## src/rtl/vram_px_arbiter.sv

```systemverilog
// Single-port pixel VRAM arbiter: the pixel engine always owns the slot, CPU writes
// are posted through a small FIFO, and CPU reads wait until that FIFO has drained.
module vram_px_arbiter #(
  parameter int ADDR_W     = 17,
  parameter int DATA_W     = 8,
  parameter int WBUF_DEPTH = 4
) (
  input  logic              clk,
  input  logic              reset,
  input  logic              gpu_req,
  input  logic [ADDR_W-1:0] gpu_addr,
  output logic [DATA_W-1:0] gpu_q,
  input  logic              cpu_start,
  input  logic              cpu_we,
  input  logic [ADDR_W-1:0] cpu_addr,
  input  logic [DATA_W-1:0] cpu_data,
  output logic [DATA_W-1:0] cpu_q,
  output logic              cpu_done,
  output logic              cpu_busy,
  output logic [ADDR_W-1:0] vram_addr,
  output logic [DATA_W-1:0] vram_d,
  output logic              vram_we,
  input  logic [DATA_W-1:0] vram_q
);

  localparam int PTR_W = $clog2(WBUF_DEPTH);
  localparam int CNT_W = PTR_W + 1;
  localparam logic [CNT_W-1:0] FULL_CNT = CNT_W'(WBUF_DEPTH);

  typedef enum logic [1:0] {IDLE, WR_FULL, RD_WAIT, RD_DATA} state_t;

  state_t            state, state_nxt;
  logic [CNT_W-1:0]  count, count_nxt;
  logic [PTR_W-1:0]  wr_ptr, rd_ptr;
  logic [ADDR_W-1:0] buf_addr [WBUF_DEPTH];
  logic [DATA_W-1:0] buf_data [WBUF_DEPTH];
  logic [ADDR_W-1:0] held_addr;
  logic [DATA_W-1:0] held_data;

  logic              not_full, rd_issue, pop, push, push_cpu, latch, done_nxt;
  logic [ADDR_W-1:0] push_addr;
  logic [DATA_W-1:0] push_data;

  // Slot decision, FIFO bookkeeping and FSM next state
  always_comb begin
    not_full  = (count != FULL_CNT);
    // Reset suppresses RAM activity so discarded writes never reach the array
    rd_issue  = !reset && !gpu_req && (state == RD_WAIT) && (count == '0);
    pop       = !reset && !gpu_req && !rd_issue && (count != '0);
    push_cpu  = (state == IDLE) && cpu_start && cpu_we && not_full;
    push      = push_cpu || ((state == WR_FULL) && not_full);
    latch     = (state == IDLE) && cpu_start;
    push_addr = push_cpu ? cpu_addr : held_addr;
    push_data = push_cpu ? cpu_data : held_data;

    state_nxt = state;
    case (state)
      IDLE: begin
        if (cpu_start) begin
          if (!cpu_we)        state_nxt = RD_WAIT;
          else if (!not_full) state_nxt = WR_FULL;
        end
      end
      WR_FULL: if (not_full) state_nxt = IDLE;
      RD_WAIT: if (rd_issue) state_nxt = RD_DATA;
      RD_DATA: state_nxt = IDLE;
      default: state_nxt = IDLE;
    endcase

    count_nxt = count + CNT_W'(push) - CNT_W'(pop);
    // A stalled write completes in the cycle its entry is pushed, i.e. right after a pop frees space
    done_nxt  = push_cpu
             || ((state_nxt == WR_FULL) && (count_nxt != FULL_CNT))
             || (state == RD_DATA);
  end

  always_comb begin
    vram_we = pop;
    vram_d  = buf_data[rd_ptr];
    if (gpu_req)       vram_addr = gpu_addr;
    else if (rd_issue) vram_addr = held_addr;
    else if (pop)      vram_addr = buf_addr[rd_ptr];
    else               vram_addr = gpu_addr;
  end

  assign gpu_q    = vram_q;
  assign cpu_busy = (state != IDLE);

  // Control registers
  always_ff @(posedge clk) begin
    if (reset) begin
      state    <= IDLE;
      count    <= '0;
      wr_ptr   <= '0;
      rd_ptr   <= '0;
      cpu_done <= 1'b0;
      cpu_q    <= '0;
    end else begin
      state    <= state_nxt;
      count    <= count_nxt;
      cpu_done <= done_nxt;
      if (push)             wr_ptr <= wr_ptr + PTR_W'(1);
      if (pop)              rd_ptr <= rd_ptr + PTR_W'(1);
      if (state == RD_DATA) cpu_q  <= vram_q;
    end
  end

  // Datapath registers
  always_ff @(posedge clk) begin
    if (push) begin
      buf_addr[wr_ptr] <= push_addr;
      buf_data[wr_ptr] <= push_data;
    end
    if (latch) begin
      held_addr <= cpu_addr;
      held_data <= cpu_data;
    end
  end

endmodule

```

## config.mk

```make
export PLATFORM = sky130hd
export DESIGN_NAME = vram_px_arbiter
export DESIGN_NICKNAME = d
export VERILOG_FILES = /design/src/rtl/vram_px_arbiter.sv
export SDC_FILE = /design/constraint.sdc
export NUM_CORES = 1
export LEC_CHECK = 0
export BUFFER_PORTS_ARGS = -buffer_cell sky130_fd_sc_hd__buf_4
export CORE_MARGIN = 4
export CORE_UTILIZATION = 60
export CTS_BUF_LIST = sky130_fd_sc_hd__clkbuf_16
export CTS_CLUSTER_SIZE = 28
export DETAILED_ROUTE_END_ITERATION = 12
export MAX_ROUTING_LAYER = met4
export PLACE_DENSITY = 0.84
export SETUP_SLACK_MARGIN = 0.3
export SYNTH_ARGS = -nofsm -noshare
export SYNTH_HDL_FRONTEND = slang
export SYNTH_SLANG_ARGS = --single-unit
```

## constraint.sdc

```tcl
create_clock -name clk -period 4.8 [get_ports clk]
set_clock_uncertainty 0.15 [all_clocks]
set_input_delay 0.24 -clock clk [delete_from_list [all_inputs] [get_ports clk]]
set_output_delay 0.24 -clock clk [all_outputs]
set_load 0.01 [all_outputs]
```

==> results.toml <==
[critical_path]
crit_path_end_kind = "flip-flop"
worstPathArrival_ps = 3420
critical_path_class = "flip-flop to flip-flop"
path_depth = 10
worst_r2r_path_depth = 10
start_kind = "flip-flop"
crit_buf_inv = 2
crit_chain = "a21oi_1, a211oi_2, inv_1, ha_1, inv_1, ha_1, fa_1, xnor2_1, or3_1, a31o_1"
worstPathRequired_ps = 4960
cp_slowest_cell = "dfxtp_1"
critPathMaxStageDelay_ps = 640
path_delay_family = "compound AO/OA/AOI/OAI gates"
crit_fanout = 15

[pwr]
p_int_w = 0.00259
ir_worst_vdd_mv = 0.239
p_per_area_nw_per_um2 = 445
clkPwrFrac_pct = 38.4
p_leak_nw = 2.80
p_sw_w = 0.000866
netSwitchingFraction_pct = 25.0
p_total_w = 0.00346
p_comb_share_pct = 16.7
pwr-share-seq_pct = 44.8

[grt]
grt_overflow = 0
antenna_found_initial = 0
grt_pass1_vias = 3834
grt_pass1_wl_mm = 21.0
grt_start_max_net_pins = 26
grt_use_total_pct = 25.7

[timing]
relSlewSlack_pct = 33.6
min_period_ps = 3260
finalCritPeriodShare_pct = 68.0
drv_slew = 0
rsz0062_at_grt = "no"
hold_viol = 0
setup_viol = 0
holdWs_ps = 112
fmax_ghz = 0.306
tightest_slew_ps = 994
tns_ps = 0

[synth]
ys_types = 44
synth_seq_area_share_pct = 68.9
ys.warnings.count = 0
async_flop_share_pct = 0
synth-main-ff-cell = "edfxtp_1"
syn-num-nets = 404
syn_avg_cell_area_um2 = 17.6
syn_inst = 342
synth_edf_count = 125
synth.ff_latch_count = 145
syn-cell-area_um2 = 6030

[placed_design]
port-buffer-count = 98
dpl.hpwl_mm = 7.59
gp_congestion = 0.825

[layout]
ff_latch_area_um2 = 4160
num-fill-cells = 511
multi_input_area_um2 = 1650
syn2layout_area_growth_pct = 28.7
final_net_count = 540
utilization_pct = 79.4
drive_above_1_share_pct = 36.9
insertedDiodeCount = 0

[clock_tree]
cts_root_buf = "clkbuf_16"
clk_pin_slew_ps = 60
h-tree-depth = 4
cts_setup_buffers = 0
cts_buffers = 17
cts_tree = "done"
clock_latency_ps = 410
cts_buffer_depth = 2
cts_sinks = 145

[floorplan]
rows = 36
dieArea_um2 = 11700
coreArea_um2 = 9770
die_y_um = 108
initial_core_util_pct = 61.7
io_pins = 99
die_w_um = 108

[routing]
wl_per_cell_um = 21.8
drt-initial-drc-count = 275
drt-pass1-iter-count = 5
vias = 3603
vias_per_cell = 5.77
drt.antenna.violating_nets = 0
drc_errors = 0
drt_wl_total_mm = 13.6

[worst_hold_path]
min_path_cells = 4
min_path_type = "input pin to flip-flop"

[flow_run]
max_cap_viol_count = 0

[run_status]
status = "complete, no violations"
==> synth_stat cells (all sizes together), types with 5 or more instances <==
cell type  instances  share of area [%]
buf               22                3.0
o22ai              6               0.62
ha                 6                1.2
inv                8               0.62
dfxtp             20                6.6
xnor2              5               0.73
mux2              25                4.7
nand2             10               0.62
a221o             12                2.0
edfxtp           125                 62
a21oi             10               0.83
nand3              8               0.66
mux4              25                9.3
nor2              19                1.3
and2              17                1.8
==> final cells by class <==
cell class | count | area share [%]
clock buffer | 17 | 5.48
sequential | 145 | 53.5
tap | 133 | 2.14
inverter | 8 | 0.483
clock inverter | 15 | 2.19
multi-input combinational | 164 | 21.3
timing repair buffer | 142 | 14.9
==> path summary, 6_finish.rpt <==
| path | start | endpoint | slack [ps] |
|---|---|---|---|
| max | state[0] | cpu_done | 1540 |
| min | cpu_start | state[1] | 110 |
| max reg2reg | state[0] | cpu_done | 1540 |
| min reg2reg | cpu_q[7] | cpu_q[7] | 320 |
==> flip-flops by register name (all words and copies together) (netlist names), named ones only <==
register / flops
buf_addr: 68
buf_data: 32
count: 3
cpu_done: 1
cpu_q: 8
held_addr: 17
held_data: 8
rd_ptr: 2
state: 2
wr_ptr: 2
==> per-stage QoR <==
| step | instances | setup slack, ps | cell area [um2] |
|---|---|---|---|
| 4_1_cts | 624 | 1540 | 7760 |
| 2_1_floorplan | 342 | 2020 | 6030 |
| 3_5_place_dp | 555 | 1580 | 6800 |
| 3_3_place_gp | 555 | 1740 | 6800 |
| 6_report | 624 | 1540 | 7760 |
| 5_1_grt | 624 | 1350 | 7760 |
==> power groups by stage <==
stage,clock network [W],logic [W],registers [W]
2_1_floorplan,0,0.000392,0.00153
3_3_place_gp,0,0.000527,0.00157
3_5_place_dp,0,0.000544,0.00158
4_1_cts,0.00133,0.000576,0.00155
5_1_grt,0.00140,0.000621,0.00157
6_report,0.00133,0.000578,0.00155
==> layout by cell type, fill, tap and decap left out, types with 5 or more instances in the layout <==
cell type / instances
edfxtp_1: 125
buf_4: 105
dlygate4sd3_1: 37
mux4_2: 25
mux2_1: 19
dfxtp_1: 19
nor2_1: 18
clkbuf_16: 17
nand2_1: 10
a221o_1: 10
a21oi_1: 10
nand3_1: 8
inv_1: 7
and2_0: 7
and2_1: 7
o22ai_1: 6
mux2_2: 6
ha_1: 6
xnor2_1: 5
==> worst min-delay path: stages <==
cell and delay, ps:
buf_4 90, nor2b_1 120, o21bai_1 100, nor2_1 90
==> cells by family (layout without fill, tap and decap cells) <==
kind of cell | count (synthesis) | in the layout | synth area share, %
compound gates | 33 | 33 | 4.48
flops | 145 | 145 | 68.9
buf+inv | 33 | 182 | 3.77
fa+ha+maj | 7 | 7 | 1.58
simple gates | 68 | 68 | 6.43
xor+xnor | 5 | 5 | 0.726
mux | 51 | 51 | 14.2
==> per-layer routing <==
layer | track usage (%) | routed length (um) | up-vias | share of wire (%)
li1 | - | - | 1601 | -
met2 | 42.1 | 6980 | 186 | 51
met3 | 5.55 | 1020 | 23 | 7.5
met5 | - | 0 | - | 0
met1 | 31.9 | 5270 | 1793 | 39
met4 | 9.83 | 318 | 0 | 2.3
==> repair_timing <==
item,4_1_cts,5_1_grt
hold buffers,37,0
gates resized for setup,0,0
endpoints found under the hold margin,36,0
Power figures use the tool's default switching activity.
